$ cat src/rtl/fifo_stream_reader.sv
// Drains a synchronous FIFO read port into a valid/ready stream with burst framing.
// A two-entry skid buffer covers the one-cycle FIFO read latency and downstream stalls.
module fifo_stream_reader #(
    parameter int unsigned DATA_WIDTH = 64,
    parameter int unsigned BURST_LEN  = 16,
    parameter int unsigned CNT_WIDTH  = 32
) (
    input  logic                  clk_i,
    input  logic                  rst_n_i,
    input  logic                  enable_i,
    output logic                  fifo_rd_en_o,
    input  logic [DATA_WIDTH-1:0] fifo_data_i,
    input  logic                  fifo_empty_i,
    output logic                  m_valid_o,
    output logic [DATA_WIDTH-1:0] m_data_o,
    output logic                  m_last_o,
    input  logic                  m_ready_i,
    output logic                  busy_o,
    output logic [CNT_WIDTH-1:0]  words_sent_o
);

    localparam int unsigned BEAT_W = (BURST_LEN > 1) ? $clog2(BURST_LEN) : 1;
    localparam logic [BEAT_W-1:0] BEAT_LAST = BEAT_W'(BURST_LEN - 1);

    localparam logic [1:0] IDLE  = 2'd0;
    localparam logic [1:0] RUN   = 2'd1;
    localparam logic [1:0] DRAIN = 2'd2;

    logic [1:0]            state_q, state_d;
    logic [1:0]            occ_q, occ_d;
    logic                  inflight_q;
    logic [BEAT_W-1:0]     beat_q, beat_d;
    logic [CNT_WIDTH-1:0]  words_q, words_d;
    logic [DATA_WIDTH-1:0] buf0_q, buf0_d;
    logic [DATA_WIDTH-1:0] buf1_q, buf1_d;

    logic       pop;
    logic [2:0] level;
    logic       rd_en;

    assign m_valid_o    = (occ_q != 2'd0);
    assign m_data_o     = buf0_q;
    assign m_last_o     = m_valid_o && (beat_q == BEAT_LAST);
    assign busy_o       = (state_q != IDLE);
    assign words_sent_o = words_q;
    assign fifo_rd_en_o = rd_en;

    assign pop = m_valid_o && m_ready_i;

    // Occupancy as it will stand after this cycle's pop, including the word in flight.
    assign level = {1'b0, occ_q} + {2'b00, inflight_q} - {2'b00, pop};
    assign rd_en = (state_q == RUN) && !fifo_empty_i && (level < 3'd2);

    // buf0 is always the head; buf1 only holds a word when occ is 2.
    always_comb begin
        buf0_d = buf0_q;
        buf1_d = buf1_q;
        occ_d  = occ_q;
        case ({inflight_q, pop})
            2'b10: begin
                if (occ_q == 2'd0) begin
                    buf0_d = fifo_data_i;
                end else begin
                    buf1_d = fifo_data_i;
                end
                occ_d = occ_q + 2'd1;
            end
            2'b01: begin
                buf0_d = buf1_q;
                occ_d  = occ_q - 2'd1;
            end
            2'b11: begin
                if (occ_q == 2'd2) begin
                    buf0_d = buf1_q;
                    buf1_d = fifo_data_i;
                end else begin
                    buf0_d = fifo_data_i;
                end
            end
            default: begin
            end
        endcase
    end

    always_comb begin
        beat_d  = beat_q;
        words_d = words_q;
        if (pop) begin
            beat_d  = (beat_q == BEAT_LAST) ? '0 : beat_q + 1'b1;
            words_d = words_q + 1'b1;
        end
    end

    always_comb begin
        state_d = state_q;
        case (state_q)
            IDLE: begin
                if (enable_i) state_d = RUN;
            end
            RUN: begin
                if (!enable_i) state_d = DRAIN;
            end
            DRAIN: begin
                if (enable_i) begin
                    state_d = RUN;
                end else if (occ_q == 2'd0 && !inflight_q) begin
                    state_d = IDLE;
                end
            end
            default: state_d = IDLE;
        endcase
    end

    always_ff @(posedge clk_i or negedge rst_n_i) begin
        if (!rst_n_i) begin
            state_q    <= IDLE;
            occ_q      <= 2'd0;
            inflight_q <= 1'b0;
            beat_q     <= '0;
            words_q    <= '0;
            buf0_q     <= '0;
            buf1_q     <= '0;
        end else begin
            state_q    <= state_d;
            occ_q      <= occ_d;
            inflight_q <= rd_en;
            beat_q     <= beat_d;
            words_q    <= words_d;
            buf0_q     <= buf0_d;
            buf1_q     <= buf1_d;
        end
    end

endmodule

$ cat config.mk
export PLATFORM = sky130hd
export DESIGN_NAME = fifo_stream_reader
export DESIGN_NICKNAME = d
export VERILOG_FILES = /design/src/rtl/fifo_stream_reader.sv
export SDC_FILE = /design/constraint.sdc
export NUM_CORES = 1
export LEC_CHECK = 0
export BUFFER_PORTS_ARGS = -buffer_cell sky130_fd_sc_hd__buf_2
export CAP_MARGIN = 10
export CORE_ASPECT_RATIO = 0.5
export CORE_MARGIN = 1.5
export CORE_UTILIZATION = 25
export CTS_CLUSTER_DIAMETER = 30
export DETAILED_ROUTE_END_ITERATION = 8
export GPL_TIMING_DRIVEN = 1
export PLACE_DENSITY = 0.48
export SLEW_MARGIN = 10
export SYNTH_ARGS = -nofsm -noshare
export SYNTH_HDL_FRONTEND = slang
export SYNTH_SLANG_ARGS = --single-unit
$ cat constraint.sdc
create_clock -name clk_i -period 2.8 [get_ports clk_i]
set_input_delay 0 -clock clk_i [delete_from_list [all_inputs] [get_ports clk_i]]
set_output_delay 0 -clock clk_i [all_outputs]
set_load 0.02 [all_outputs]
; ---- Word level (Yosys, flattened, before mapping)
; Index checks and enable logic that the tools add are counted.
[word_totals]
word_cells = 57
ff_bits = 169
out_inout_bits = 100
[op_classes]
magnitude_cmp = 1
reduce_logical = 17
mux = 13
addsub = 6
eq_ne = 13
[op_table]
columns = op, count
row1 = $mux W64, 4
row2 = $pmux W64 S3, 1
row3 = $pmux W64 S2, 1
row4 = $add A32 B1 Y32 const B, 1
row5 = $ne A2 B2 Y1 const B, 5
row6 = $eq A2 B2 Y1 const B, 4
row7 = $mux W2, 4
row8 = $reduce_bool A2 Y1, 4
row9 = $pmux W2 S3, 1
row10 = $reduce_and A3 Y1, 2
row11 = $logic_and A1 B1 Y1, 5
row12 = $add A4 B1 Y4 const B, 1
row13 = $eq A2 B1 Y1 const B, 2
row14 = $eq A4 B4 Y1 const B, 1
row15 = $logic_not A2 Y1, 2
row16 = $mux W4, 1
row17 = $pmux W2 S2, 1
row18 = $add A2 B1 Y3, 1
row19 = $lt A3 B2 Y1 const B, 1
row20 = $ne A3 B3 Y1 const B, 1
row21 = $reduce_bool A3 Y1, 1
row22 = $sub A3 B1 Y3, 1
row23 = $add A2 B1 Y2 const B, 1
row24 = $logic_not A1 Y1, 2
row25 = other kinds (2), 2

; ---- Logic depth before layout (Yosys ltp)
; Gate-level depths: netlist (run 1).
[depth]
word_depth = 5
depth_mapped = 11

; ---- Worst setup path after synthesis (run 1)
; No wires, ideal clock.
[synth_timing]
kind = reg-to-reg
start = register occ_q[0]
end = register inflight_q
setup_slack_ps = -161
setup_ps = 210
arrival_time_ps = 2751
path_buffers = 3
path_stages_with_launch = 11
path_cell_list = dfrtp_1 -> buf_4 -> o21a_2 -> buf_6 -> inv_4 -> buf_6 -> ha_1 -> nand2b_1 -> fa_1 -> xor2_1 -> nor4b_1
[synth_between]
elab_chain_len = 5
elab_cells_between_ends = 6
[synth_rtl]
columns = element, line
row1 = "start, declared", 30  ; logic [1:0] occ_q, occ_d;
row2 = "start signal, assigned", 117  ; occ_q <= 2'd0;
row3 = "start signal, assigned", 125  ; occ_q <= occ_d;
row4 = branches (longest 2 deep; another with $add A2 B1 Y3), -
row5 = $sub A3 B1 Y3 *, 51  ; assign level = {1'b0, occ_q} + {2'b00, inflight_q} - {2'b00, pop};
row6 = $lt A3 B2 Y1 *, 52  ; assign rd_en = (state_q == RUN) && !fifo_empty_i && (level < 3'd2);
row7 = $logic_and A1 B1 Y1 *, 52
row8 = via fifo_rd_en_o, 11  ; output logic fifo_rd_en_o,
row9 = "end signal, assigned", 126  ; inflight_q <= rd_en;
row10 = "end, declared", 31  ; logic inflight_q;
; Mark *: on every way through the listed nets, which the timed path passes.
; A chain may end at the register's enable or synchronous reset.

; ---- Worst setup path after layout (run 1)
[layout_timing]
start = register occ_q[1]
end = output port fifo_rd_en_o
[layout_between]
elab_chain_len = 5
elab_cells_between_ends = 6
[layout_rtl]
columns = element, line
row1 = branches (longest 2 deep; another with $add A2 B1 Y3), -
row2 = $sub A3 B1 Y3 *, 51
row3 = $lt A3 B2 Y1 *, 52
row4 = $logic_and A1 B1 Y1 *, 52
row5 = "end, declared", 11
; Mark *: on every way between the ends.

==> flow_summary.ini, run 1 <==
[setup_path]
crit_required_ps = 2800
criticalPathCategory = flip-flop to output pin
r2r_cells = 7
r2r_setup_slack_ps = 750
startpoint_type = flip-flop
crit_chain = o21a_2 > inv_4 > ha_1 > nand2b_1 > fa_1 > xor2_1 > nor4b_2 > buf_2
worst_ep_arrival_time_ps = 2600
reg2reg_to = inflight_q$_DFF_PN0_
r2r-start = occ_q[1]$_DFFE_PN0N_
end_kind = output pin
max_stage_delay_ps = 450
slowest_stage = dfrtp_2
crit_fanout = 5

[global_route]
use_met3_pct = 2.67
first_global_vias = 5342
grt_overflow_total = 0
met2_usage_pct = 21.9
grt_max_degree = 129
grtUsageMet1_pct = 13.3
top_usage_layer = met2
antenna_found_initial = 0
grt_pass1_wl_um = 27400
grt.total_usage_pct = 11.8

[routing]
vias = 5139
drt-initial-drc-count = 261
firstDrtPassIters = 4
ant_nets = 0
avgViaCountPerCell = 4.25
post_drt_wl_per_cell_um = 14.1
drc = 0
routed_wl_um = 17000

[logic_synthesis]
synth_area_leaders = dfrtp_1 59%, mux2_2 10%, mux2i_1 8.9%
ys_async_sr_fraction_pct = 100
synth-main-ff-cell = dfrtp_1
ys_seq_area_share_pct = 58.7
synth.distinct_cells = 32
syn_nets = 654
syn_area_per_cell_um2 = 12.4
synth_edf_count = 0
syn_area_um2 = 7210
synth_top_area_share_pct = 58.7
synth_cells = 581
synth_top_cell_by_area = dfrtp_1
synth-seq-cells = 169
ys.warnings.count = 0

[worst_hold_path]
min_to = occ_q[0]$_DFFE_PN0N_
whs_path_depth = 5
hold_class = input pin to flip-flop
min-delay-start = m_ready_i

[timing]
tightest_slew_ps = 717
finalCritPeriodShare_pct = 92.9
finalHoldViolations = 0
setup_slack_ps = 200
rsz0062_at_grt = no
clock.fmax_mhz = 385
finalCriticalPeriod_ps = 2600
setup_violations = 0
setup-tns-final_ps = 0
relSlewSlack_pct = 52.2
slew_viol_final = 0
skew_ps = 10.3

[flow_run]
drv_cap = 0

[clocking]
cts_root_buf = clkbuf_16
cts.clk_slew.worst_paths_ps = 70
cts_tree = done
cts_buffer_depth = 2
cts_buffers = 17
post-cts-setup-buffer-count = 0
h-tree-depth = 4
clock_latency_ps = 440
cts_sinks = 169

[placed_design]
place_congestion = 0.711
hpwl_um = 11300
numPortBuffers = 168
dp_slack_ps = 591
numPlacedInstances = 1109

[pwr]
power_leakage_nw = 4.83
ir_drop_mv = 0.514
power.density_nw_per_um2 = 1010
power_mw = 9.85

[die]
die_w_um = 243
boundaryPins = 169
start_util_pct = 25.7
dieArea_um2 = 29900
fp.dieH_um = 123
core_um2 = 28000
fp-row-count = 43

[cells_and_area]
antenna_cells = 0
area_growth_pct = 35.8
drive_above_1_share_pct = 34.5
nNetsFinal = 886
final_cells = 1208

[status]
outcome = finished, final reports clean
-- cell type report --
cell class              count  area, um^2
inverters                   3        13.8
fillers                  2824       18200
clock inverters            14         183
well taps                 382         478
clock buffers              18         439
multi-input cells         377        2790
flip-flops and latches    169        4230
repair buffers            245        1660
-- synthesized netlist by cell type (all sizes together) (2+ instances only) --
cell    instances
clkbuf         11
nor3            2
nor4            2
xnor2          28
mux2           64
ha              3
nor2            5
o21ai          69
buf            21
mux2i          64
and4            5
a21oi           5
and3            6
inv             3
nand2b          2
nand2          82
nand4          14
nand3          11
xor2            7
dfrtp         169
-- cells by family (layout without fill, tap and decap cells) --
logic type / count (synthesis) / in the layout / share of synthesized area [%]
AO/OA/AOI/OAI: 77 / 77 / 5.50
XOR/XNOR: 35 / 35 / 4.25
adder cells (fa/ha/maj): 4 / 4 / 0.798
buffers and inverters: 35 / 280 / 2.95
flip-flops: 169 / 169 / 58.7
multiplexers: 128 / 128 / 18.9
AND/OR/NAND/NOR: 133 / 133 / 8.96
-- worst max-delay path, delay by kind of cell (launching register included) --
family                   cells  cell delay, ps
buffers and inverters        2             270
AO/OA/AOI/OAI                1             250
AND/OR/NAND/NOR              2             420
flip-flops                   1             450
adder cells (fa/ha/maj)      2             620
XOR/XNOR                     1             160
-- sequential cells by signal, indices dropped and copies added, names as in the netlist --
signal / cells
beat_q: 4
m_data_o: 64
inflight_q: 1
buf1_q: 64
words_sent_o: 32
occ_q: 2
state_q: 2
-- report_power, final --
part	leakage, nW	switching [mW]	internal [mW]
Sequential	2.13	0.540	3.42
Clock	0.300	1.06	1.45
Combinational	2.39	1.89	1.50
Total	4.83	3.49	6.36
-- timing repair --
item,in CTS,in global routing
gates resized for setup,0,2
endpoints found under the hold margin,201,0
hold buffers,67,0
endpoints found under the setup margin,0,1
-- per-stage QoR --
stage / area, um^2 / util, % / hold WS, ps
after CTS: 9790 / 34.9 / 122
after detailed placement: 8500 / 30.3 / 97.0
after global routing: 9790 / 34.9 / 184
after global placement: 8500 / 30.3 / 82.7
final: 9790 / 34.9 / 153
after floorplan: 7220 / - / -296
-- worst max-delay path by stage --
| stage | from | endpoint | slack [ps] | cells after the start |
|---|---|---|---|---|
| finish | occ_q[1]$_DFFE_PN0N_ | fifo_rd_en_o | 200 | 8 |
| detailed placement | occ_q[1]$_DFFE_PN0N_ | fifo_rd_en_o | 590 | 8 |
| CTS | occ_q[1]$_DFFE_PN0N_ | fifo_rd_en_o | 100 | 8 |
| floorplan | occ_q[0]$_DFFE_PN0N_ | inflight_q$_DFF_PN0_ | 160 | 10 |
| global route | occ_q[1]$_DFFE_PN0N_ | fifo_rd_en_o | 10 | 8 |
| global placement | occ_q[1]$_DFFE_PN0N_ | fifo_rd_en_o | 620 | 8 |
-- placed cells by master (no fill, tap or decap), drive strengths merged, types with 3 or more instances in the layout --
cell and instances:
xnor2 28, ha 3, dlygate4sd3 67, nor2 5, mux2i 64, a21oi 5
and4 5, dfrtp 169, buf 178, bufinv 3, clkbuf 18, clkinv 3
nand2 82, nand4 14, o21ai 69, mux2 64, and3 6, nand3 11
inv 9, xor2 7
-- routing by layer --
metal | part of all wire (%) | wire length [um]
met1 | 42 | 7190
met2 | 54 | 9180
met3 | 2.0 | 344
met4 | 1.7 | 284
met5 | 0 | 0
No activity file was read; power rests on OpenSTA's default activity.
==> inputs of run 2 (changes only) <==
--- a/config.mk
+++ b/config.mk
@@ -13,7 +13,6 @@
 export CTS_CLUSTER_DIAMETER = 30
 export DETAILED_ROUTE_END_ITERATION = 8
 export GPL_TIMING_DRIVEN = 1
-export PLACE_DENSITY = 0.48
 export SLEW_MARGIN = 10
 export SYNTH_ARGS = -nofsm -noshare
 export SYNTH_HDL_FRONTEND = slang
==> constraint.sdc (replaced) <==
create_clock -name clk_i -period 2.8 [get_ports clk_i]
set_input_delay 0 -clock clk_i [delete_from_list [all_inputs] [get_ports clk_i]]
set_output_delay 0 -clock clk_i [all_outputs]
set_load 0.05 [all_outputs]
==> run 2 against run 1 <==
Net effect: cell count up 0.33%; sequential power about the same; power up 11%; routed wire length up 2.6%; worst hold slack worse by 120 ps; critical endpoint unchanged; clock power down 5%; clock skew down 1.4 ps; register-to-register slack worse by 40 ps; die area unchanged.
==> flow_summary.ini, run 2 (same netlist as run 1, synthesis figures left out) <==
[timing]
hold_ws_ps = 31.2
setup-tns-final_ps = 0
rsz0062_at_grt = no
slew_viol_final = 0
finalHoldViolations = 0
relSlewSlack_pct = 58.7
tightest_slew_ps = 615
finalCriticalPeriod_ps = 2610
skew_ps = 8.92
clock.fmax_mhz = 383
finalCritPeriodShare_pct = 93.3
setup_violations = 0

[global_route]
grt_pass1_wl_um = 28100
grt_overflow_total = 0
grt_max_degree = 83
first_global_vias = 5520
antenna_found_initial = 0
grt.total_usage_pct = 11.9

[setup_path]
crit_required_ps = 2800
end_kind = output pin
crit_fanout = 14
startpoint_type = flip-flop
criticalPathCategory = flip-flop to output pin
worst_ep_arrival_time_ps = 2610

[placed_design]
numPortBuffers = 168
hpwl_um = 11900
place_congestion = 0.786

[clocking]
cts_buffer_depth = 2
cts_root_buf = clkbuf_16
cts_tree = done
cts_sinks = 169
clock_latency_ps = 420
h-tree-depth = 4
cts.clk_slew.worst_paths_ps = 70
cts_buffers = 17

[routing]
avgViaCountPerCell = 4.32
vias = 5237
post_drt_wl_per_cell_um = 14.4
firstDrtPassIters = 4
routed_wl_um = 17400
drt-initial-drc-count = 286
ant_nets = 0
drc = 0

[die]
fp-row-count = 43
core_um2 = 28000
die_w_um = 243
boundaryPins = 169
dieArea_um2 = 29900
fp.dieH_um = 123
start_util_pct = 25.7

[pwr]
power_leakage_nw = 4.85
power.density_nw_per_um2 = 1110
ir_drop_mv = 0.464

[flow_run]
drv_cap = 0

[status]
outcome = finished, final reports clean

[cells_and_area]
area_growth_pct = 36.7
fillers = 2734
drive_above_1_share_pct = 34.8
final_common_cell = dfrtp_1
nNetsFinal = 890
mostFrequentLayoutCells = 167 x dfrtp_1, 166 x buf_2, 81 x nand2_1
antenna_cells = 0

[worst_hold_path]
hold_class = input pin to flip-flop
-- run 2: cell count changes in the layout (fill, tap and decap cells not counted), moves of 2 or more --
cell    delta
inv_6      -3
inv_8      +3
buf_12     +2
buf_4      +2
-- run 2: critical path: stages (launching register included) --
cell and delay, ps:
dfrtp_2 440, o21a_4 260, inv_8 110, ha_4 210
nand2b_1 150, fa_1 380, xor2_1 180, nor4b_4 250
buf_6 200
-- run 2: path summary, 6_finish.rpt --
kind	startpoint	endpoint	slack [ps]	cells after the start
worst max-delay path	occ_q[0]$_DFFE_PN0N_	fifo_rd_en_o	190	8
max in group asynchronous	rst_n_i	words_sent_o[30]$_DFFE_PN0P_	1820	3
worst max register to register	occ_q[0]$_DFFE_PN0N_	inflight_q$_DFF_PN0_	710	7
worst min-delay path	m_ready_i	beat_q[2]$_DFFE_PN0P_	30	4
min in group asynchronous	rst_n_i	m_data_o[40]$_DFFE_PN0P_	100	2
worst min register to register	words_sent_o[31]$_DFFE_PN0P_	words_sent_o[31]$_DFFE_PN0P_	470	1
-- run 2: area by class of cell --
cell class,instances,area [um^2],area share [%]
flip-flops and latches,169,4230,42.9
multi-input cells,377,2820,28.6
repair buffers,249,1720,17.4
well taps,382,478,4.85
clock buffers,18,429,4.35
clock inverters,14,165,1.68
inverters,3,18.8,0.190
-- run 2: metrics by stage --
stage	power [mW]	instance area, um^2	utilization, %	cells	setup WS (ps)
6_report	10.9	9860	35.2	1212	188
2_1_floorplan	7.42	7240	-	581	3.19
3_3_place_gp	8.37	8530	30.4	1107	319
5_1_grt	11.6	9860	35.2	1212	49.0
3_5_place_dp	8.52	8530	30.4	1107	299
4_1_cts	11.0	9810	35.0	1206	15.7
-- run 2: layer usage --
| metal | GRT usage [%] | up-vias | share of wire [%] |
|---|---|---|---|
| met4 | 6.29 | 0 | 3.6 |
| li1 | - | 2498 | - |
| met2 | 21.4 | 59 | 53 |
| met3 | 2.80 | 34 | 2.0 |
| met5 | 0 | - | 0 |
| met1 | 13.2 | 2646 | 41 |
-- run 2: repair_timing --
item                                    in CTS  in global routing
setup buffers                                0                  6
resized for setup                            6                  0
endpoints found under the setup margin       1                  1
hold buffers                                67                  0
hold endpoints to repair                   180                  0
pin swaps                                    0                  2
-- run 2: where the power goes --
group / switching, mW / internal [mW]
Clock: 1.04 / 1.34
Sequential: 0.561 / 3.42
Combinational: 3.00 / 1.59
